<file path="config.mk">
export PLATFORM = sky130hd
export DESIGN_NAME = reg_file_mp
export DESIGN_NICKNAME = d
export VERILOG_FILES = /design/src/rtl/reg_file_mp_pkg.sv /design/src/rtl/reg_read_port.sv /design/src/rtl/reg_file_mp.sv
export SDC_FILE = /design/constraint.sdc
export NUM_CORES = 2
export LEC_CHECK = 0
export CORE_AREA = 2 2 341 343
export CTS_CLUSTER_DIAMETER = 100
export DETAILED_ROUTE_END_ITERATION = 16
export DIE_AREA = 0 0 343 345
export PLACE_DENSITY = 0.66
export SLEW_MARGIN = 0
export SYNTH_ARGS = -nofsm -noshare
export SYNTH_HDL_FRONTEND = slang
export SYNTH_SLANG_ARGS = --single-unit
</file>
<file path="constraint.sdc">
create_clock -name clk -period 2.9 [get_ports clk]
set_input_delay 0.29 -clock clk [delete_from_list [all_inputs] [get_ports clk]]
set_output_delay 0.29 -clock clk [all_outputs]
set_load 0.02 [all_outputs]
</file>
<file path="src/rtl/reg_file_mp_pkg.sv">
// Shared types and defaults for the multi-port MIPS register file.
// Read-source selection is centralised here so every read port decodes identically.
package reg_file_mp_pkg;

    localparam int MIPS_DATA_W = 32;
    localparam int MIPS_ADDR_W = 5;

    typedef enum logic [1:0] {
        SRC_ZERO,
        SRC_BYPASS,
        SRC_MEM
    } rd_src_e;

    // Hardwired zero outranks the write bypass so r0 can never leak wdata.
    function automatic rd_src_e sel_src(input logic zero_hit, input logic fwd_hit);
        if (zero_hit)
            return SRC_ZERO;
        else if (fwd_hit)
            return SRC_BYPASS;
        else
            return SRC_MEM;
    endfunction

endpackage

</file>
<file path="src/rtl/reg_read_port.sv">
// One register-file read port: address decode, write bypass, zero register,
// pending lookup and optional output register.
module reg_read_port
    import reg_file_mp_pkg::*;
#(
    parameter int DATA_W   = MIPS_DATA_W,
    parameter int ADDR_W   = MIPS_ADDR_W,
    parameter int READ_LAT = 0,
    parameter int WR_FWD   = 1,
    parameter int ZERO_REG = 1,
    localparam int DEPTH   = 1 << ADDR_W
) (
    input  logic                         clk,
    input  logic                         rst_n,
    input  logic [ADDR_W-1:0]            raddr_i,
    input  logic [DEPTH-1:0][DATA_W-1:0] mem_i,
    input  logic [DEPTH-1:0]             pend_i,
    input  logic                         we_i,
    input  logic [ADDR_W-1:0]            waddr_i,
    input  logic [DATA_W-1:0]            wdata_i,
    output logic [DATA_W-1:0]            rdata_o,
    output logic                         rpend_o
);

    logic              zero_hit;
    logic              fwd_hit;
    rd_src_e           src;
    logic [DATA_W-1:0] val_d;
    logic              pend_d;

    // NOTE: every always_comb output gets a default first so no path can infer a latch.
    always_comb begin
        zero_hit = (ZERO_REG != 0) && (raddr_i == '0);
        fwd_hit  = (WR_FWD != 0) && we_i && (waddr_i == raddr_i);
        src      = sel_src(zero_hit, fwd_hit);
        val_d    = mem_i[raddr_i];
        case (src)
            SRC_ZERO:   val_d = '0;
            SRC_BYPASS: val_d = wdata_i;
            SRC_MEM:    val_d = mem_i[raddr_i];
            default:    val_d = mem_i[raddr_i];
        endcase
        // A write landing this cycle retires the outstanding load it bypasses.
        pend_d = pend_i[raddr_i] & ~fwd_hit & ~zero_hit;
    end

    if (READ_LAT != 0) begin : g_reg
        logic [DATA_W-1:0] rdata_q;
        logic              rpend_q;

        // NOTE: sequential state uses non-blocking assignments only.
        always_ff @(posedge clk) begin
            if (!rst_n) begin
                rdata_q <= '0;
                rpend_q <= 1'b0;
            end else begin
                rdata_q <= val_d;
                rpend_q <= pend_d;
            end
        end

        assign rdata_o = rdata_q;
        assign rpend_o = rpend_q;
    end else begin : g_comb
        logic unused_clk_rst;
        assign unused_clk_rst = clk ^ rst_n;
        assign rdata_o        = val_d;
        assign rpend_o        = pend_d;
    end

endmodule

</file>
<file path="src/rtl/reg_file_mp.sv">
// Parametrised multi-port register file with hardwired zero, write bypass and
// a per-register pending bit used by ID to stall on outstanding loads.
module reg_file_mp
    import reg_file_mp_pkg::*;
#(
    parameter int DATA_W   = MIPS_DATA_W,
    parameter int ADDR_W   = MIPS_ADDR_W,
    parameter int N_READ   = 2,
    parameter int READ_LAT = 0,
    parameter int WR_FWD   = 1,
    parameter int ZERO_REG = 1
) (
    input  logic                     clk,
    input  logic                     rst_n,
    input  logic [N_READ*ADDR_W-1:0] raddr,
    output logic [N_READ*DATA_W-1:0] rdata,
    output logic [N_READ-1:0]        rpend,
    input  logic                     we,
    input  logic [ADDR_W-1:0]        waddr,
    input  logic [DATA_W-1:0]        wdata,
    input  logic                     pend_set,
    input  logic [ADDR_W-1:0]        pend_addr
);

    localparam int DEPTH = 1 << ADDR_W;

    logic [DEPTH-1:0][DATA_W-1:0] mem_q, mem_d;
    logic [DEPTH-1:0]             pend_q, pend_d;
    logic                         wr_ok;
    logic                         set_ok;

    assign wr_ok  = we && !((ZERO_REG != 0) && (waddr == '0));
    assign set_ok = pend_set && !((ZERO_REG != 0) && (pend_addr == '0));

    // The set is applied after the write so a new load on the same register wins.
    always_comb begin
        mem_d  = mem_q;
        pend_d = pend_q;
        if (wr_ok) begin
            mem_d[waddr]  = wdata;
            pend_d[waddr] = 1'b0;
        end
        if (set_ok)
            pend_d[pend_addr] = 1'b1;
    end

    // NOTE: the array must clear on reset, so it is built from flops rather than a RAM macro.
    always_ff @(posedge clk) begin
        if (!rst_n) begin
            mem_q  <= '0;
            pend_q <= '0;
        end else begin
            mem_q  <= mem_d;
            pend_q <= pend_d;
        end
    end

    for (genvar i = 0; i < N_READ; i++) begin : g_rd
        reg_read_port #(
            .DATA_W  (DATA_W),
            .ADDR_W  (ADDR_W),
            .READ_LAT(READ_LAT),
            .WR_FWD  (WR_FWD),
            .ZERO_REG(ZERO_REG)
        ) u_port (
            .clk    (clk),
            .rst_n  (rst_n),
            .raddr_i(raddr[i*ADDR_W +: ADDR_W]),
            .mem_i  (mem_q),
            .pend_i (pend_q),
            .we_i   (we),
            .waddr_i(waddr),
            .wdata_i(wdata),
            .rdata_o(rdata[i*DATA_W +: DATA_W]),
            .rpend_o(rpend[i])
        );
    end

endmodule

</file>
==> flow_results.org <==
** Outcome
- The run finished, with violations left.
- Violations in the final reports :: setup timing

** Floorplanning
- The floorplan has roughly 130 rows.
- In this run the vertical extent of the chip is 345 um.
- Initial Utilization :: 49.4%
- Die area :: 0.118 mm2
- Io pins :: 122
- The floorplan step defined a core boundary enclosing around 0.12 mm2.
- In this run the horizontal extent of the chip is 343 um.

** Logic synthesis
- The synthesized netlist occupies a cell area of roughly 0.057 mm2.
- The synthesized design contains between 1000 and 1500 register bits.
- For this run, the number of Yosys warnings is 0.
- When the netlist entered floorplanning its net count stood at 6102.
- Cell type contributing the most total cell area after synthesis :: dfxtp_1
- The synthesized design devotes to its leading area cell type 37.2% of total area.
- Synthesis produced a netlist whose cell count is 6046.
- Share of synthesized flip-flops with an asynchronous set or reset :: 0%
- Netlist cell types :: 50
- After synthesis, the mean cell area works out to 9.40 um2.
- Proportion of synthesized chip area in sequential cells :: 37.2%
- Main synth FF type :: dfxtp_1
- Counting flops with a built-in enable in the synthesized netlist gives 0.
- After synthesis, the cell types taking the most area are dfxtp_1 (37%), mux4_2 (21%), nand2_1 (14%).

** Power and ir drop
- The internal power of the cells totals approximately 25 mW.
- Overall power after layout :: 33.5 mW
- VDD sags by at most 0.517 mV.
- Switching Share :: roughly a quarter
- In this run, flip-flops and latches consume 43.8% of the power.
- The clock network accounts for ~46% of the total power.
- In this run the power spent charging and discharging nets is 8.51 mW.
- In this run the static leakage power is 22.5 nW.
- PD cells :: ~500 mW/mm2
- Combinational share of power :: 10.4%

** Finish
- Register Area :: 0.0212 mm2
- Layout net count :: approximately 6200
- Combined area of the multi-input logic cells :: about 0.033 mm2
- Leaving out fill and tap cells, the most frequent cells in the layout are nand2_1 (2079), dfxtp_1 (1036), a21boi_0 (992).
- Filler cell count :: 9745
- Fraction of layout cells with a size suffix above 1 :: 22.9%
- Area Overhead vs Synth :: 17.6%
- Leading cell type in the layout, fill and taps excluded :: nand2_1
- Cells fill 58.1% of the core in the end.

** Setup path
- The setup check on the worst reg-to-reg path leaves a slack of about 2.1 ns.
- The critical path ends at rdata[63].
- Maximum single-stage delay on the critical path :: 0.56 ns
- Data arrival time of the critical path :: 2.63 ns
- Reg-to-reg critical path startpoint :: mem_q[120]$_SDFFE_PN0P_
- The most critical setup path has its startpoint at mem_q[1023]$_SDFFE_PN0P_.
- Cell type with the highest occurrence count on the critical path :: mux4_2
- Master of the slowest instance on the critical path :: mux4_2
- STA classifies the critical path endpoint as a primary output.
- Critical Setup Path Class :: reg -> out
- Biggest fanout along the worst timing path :: 3
- In this run the critical register-to-register path is captured at mem_q[120]$_SDFFE_PN0P_.
- For the worst flop-to-flop path, the logic depth is 3.
- CP Cell Sequence :: mux4_2 > mux4_2 > nand2b_4 > a32o_2 > buf_6
- Number of buffer and inverter stages on the critical path :: 1
- Top Family by Delay on Critical Path :: multiplexers
- In this run the number of cells on the critical path is 5.
- At the worst endpoint, the required time is roughly 2.6 ns.
- The worst setup path is launched from a register.

** CTS
- Clk sinks :: 1056
- Latest clock arrival within the worst-skew pair :: ~0.7 ns
- Number of buffers created by CTS :: 115
- Register clock-pin slew on the reported worst setup and hold paths :: 0.06 ns
- The longest clock path from root to sink contains 3 buffers.
- The tree is rooted in a clkbuf_16.
- In this run the number of H-tree levels came out at 3.
- CTS tree :: done

** Global route
- For this run, the total global-route usage over all layers was measured as between 30 and 40%.
- Wire length of the first global-routing pass :: 320000 um
- Maximum number of pins on one net before global-route repair :: 154
- The number of global-route vias before repair was 47500.
- Summed over all layers, the global routing overflow is 0.
- Number of antenna violations at the first check in global routing :: 6

** Hold path
- Hold/Removal Path Class :: in -> reg

** STA
- Setup slack on the critical path of the routed design comes to -0.0236 ns.
- Derived from the worst setup path, the maximum achievable clock frequency is 342 MHz.
- Between clock sinks in the finished design, the worst skew comes to 0 ns.
- Setup total negative slack on the finished layout was measured at -0.0433 ns.
- Final hold analysis gives a worst-case slack of 0.0402 ns.
- Crit share post-route :: 101%
- Final Hold Violating Endpoints :: 0
- For the pin with the worst max-slew slack, the measured transition is about 0.88 ns.
- Max-slew violation total from the final report :: 0
- Worst rel slew slack :: between 40% and 50%
- Setup repair after global routing could not meet its margin everywhere.
- The worst path in the final design needs a cycle of 2.92 ns, including I/O delays and setup.
- Count of final setup violators :: 3

** Drt
- The routed layout has approximately 50000 vias.
- Average vias per placed instance :: approximately 6.4
- Pre-Repair DR Iteration Count :: 6
- For this run, design rule violations remaining after detail routing come to 0.
- Dividing the detail-routed wire length by the instance count gives 28.3 um.
- Number of nets still failing antenna checks after routing :: 0
- For this block, the initial DRC count from the detailed router was 6199.
- Total wire length after detailed routing :: about 220000 um

** Flow run
- Across the run, the number of max-cap violations was 0.

** Place
- RD Place Congestion :: 0.908
- The count of buffers added on input and output ports is 121.
- Dpl ws :: -0.631 ns
- Detail Placement HPWL :: around 140000 um
==> registers in the layout, summed over array words and instances (netlist names) <==
signal	count
mem_q	1024
pend_q	32
==> metrics by stage <==
| step | instance area [um2] | instances |
|---|---|---|
| after global placement | 62700 | 7543 |
| final | 66800 | 7761 |
| after floorplan | 56900 | 6046 |
| after CTS | 66800 | 7759 |
| after global routing | 66800 | 7759 |
| after detailed placement | 62700 | 7543 |
==> metal layers <==
metal / global-route usage [%] / up-vias / part of all wire [%] / wire length (um)
met1: 48.7 / 24300 / 38 / 83300
met3: 10.1 / 780 / 13 / 28800
met4: 17.8 / 6 / 5.7 / 12600
met2: 54.4 / 3175 / 43 / 95200
met5: 0 / - / 0.015 / 32
li1: - / 21400 / - / -
==> kinds of logic after synthesis <==
group / count (synthesis) / share of synthesized area (%)
xor+xnor: 10 / 0.154
simple gates: 2351 / 16.3
buf+inv: 656 / 5.10
compound gates: 1252 / 16.7
mux: 721 / 24.5
flops: 1056 / 37.2
==> cells in the mapped netlist, types with 4 or more instances <==
cell       number
nand3_1         4
nor3_1          4
o21ai_0         4
nor2_1         69
o2111ai_1      28
dfxtp_1      1056
buf_1          11
buf_2         137
mux2i_1       182
a21boi_0      992
xor2_1          4
buf_4          46
nor3b_1         5
a211o_1        30
a32oi_1         8
a22oi_1        23
a221oi_1        4
nor2b_1        94
xnor2_1         6
a211oi_1      120
nand2_1      2111
clkbuf_1      440
o2bb2ai_1      28
clkbuf_2       13
mux4_2        533
buf_6           4
nand2b_1        6
a32o_1          4
and2_1         37
==> how the worst min path moves through the flow <==
stage          slack (ns)                     from  depth (start not counted)                 endpoint
6_report             0.04                    rst_n                          2  mem_q[271]$_SDFFE_PN0P_
3_3_place_gp         0.46  mem_q[240]$_SDFFE_PN0P_                          2  mem_q[240]$_SDFFE_PN0P_
4_1_cts              0.04                    rst_n                          2  mem_q[271]$_SDFFE_PN0P_
3_5_place_dp         0.46   mem_q[11]$_SDFFE_PN0P_                          1   mem_q[11]$_SDFFE_PN0P_
5_1_grt              0.07                    rst_n                          2  mem_q[271]$_SDFFE_PN0P_
2_1_floorplan        0.44    mem_q[0]$_SDFFE_PN0P_                          1    mem_q[0]$_SDFFE_PN0P_
==> timing repair <==
item | in CTS | in global routing
gates resized for setup | 230 | 43
hold buffers | 0 | 0
gates cloned | 1 | 0
setup buffers | 5 | 0
pin swaps | 33 | 16
setup endpoints to repair | 65 | 32
==> power groups by stage <==
stage | logic, mW | registers (mW) | clock network, mW
6_report | 3.48 | 14.7 | 15.4
5_1_grt | 3.58 | 14.7 | 16.0
4_1_cts | 3.38 | 14.7 | 15.4
3_5_place_dp | 3.36 | 15.0 | 0
3_3_place_gp | 3.36 | 15.0 | 0
2_1_floorplan | 1.92 | 15.0 | 0
==> cell type report <==
class                   count  area share (%)
diodes                      2         0.00749
clock buffers             168            5.10
clock inverters            43           0.743
inverters                   2          0.0112
multi-input cells        4334            49.9
flip-flops and latches   1056            31.7
well taps                1524            2.85
repair buffers            632            9.67
Note: power is estimated with default switching activity, not from simulation.
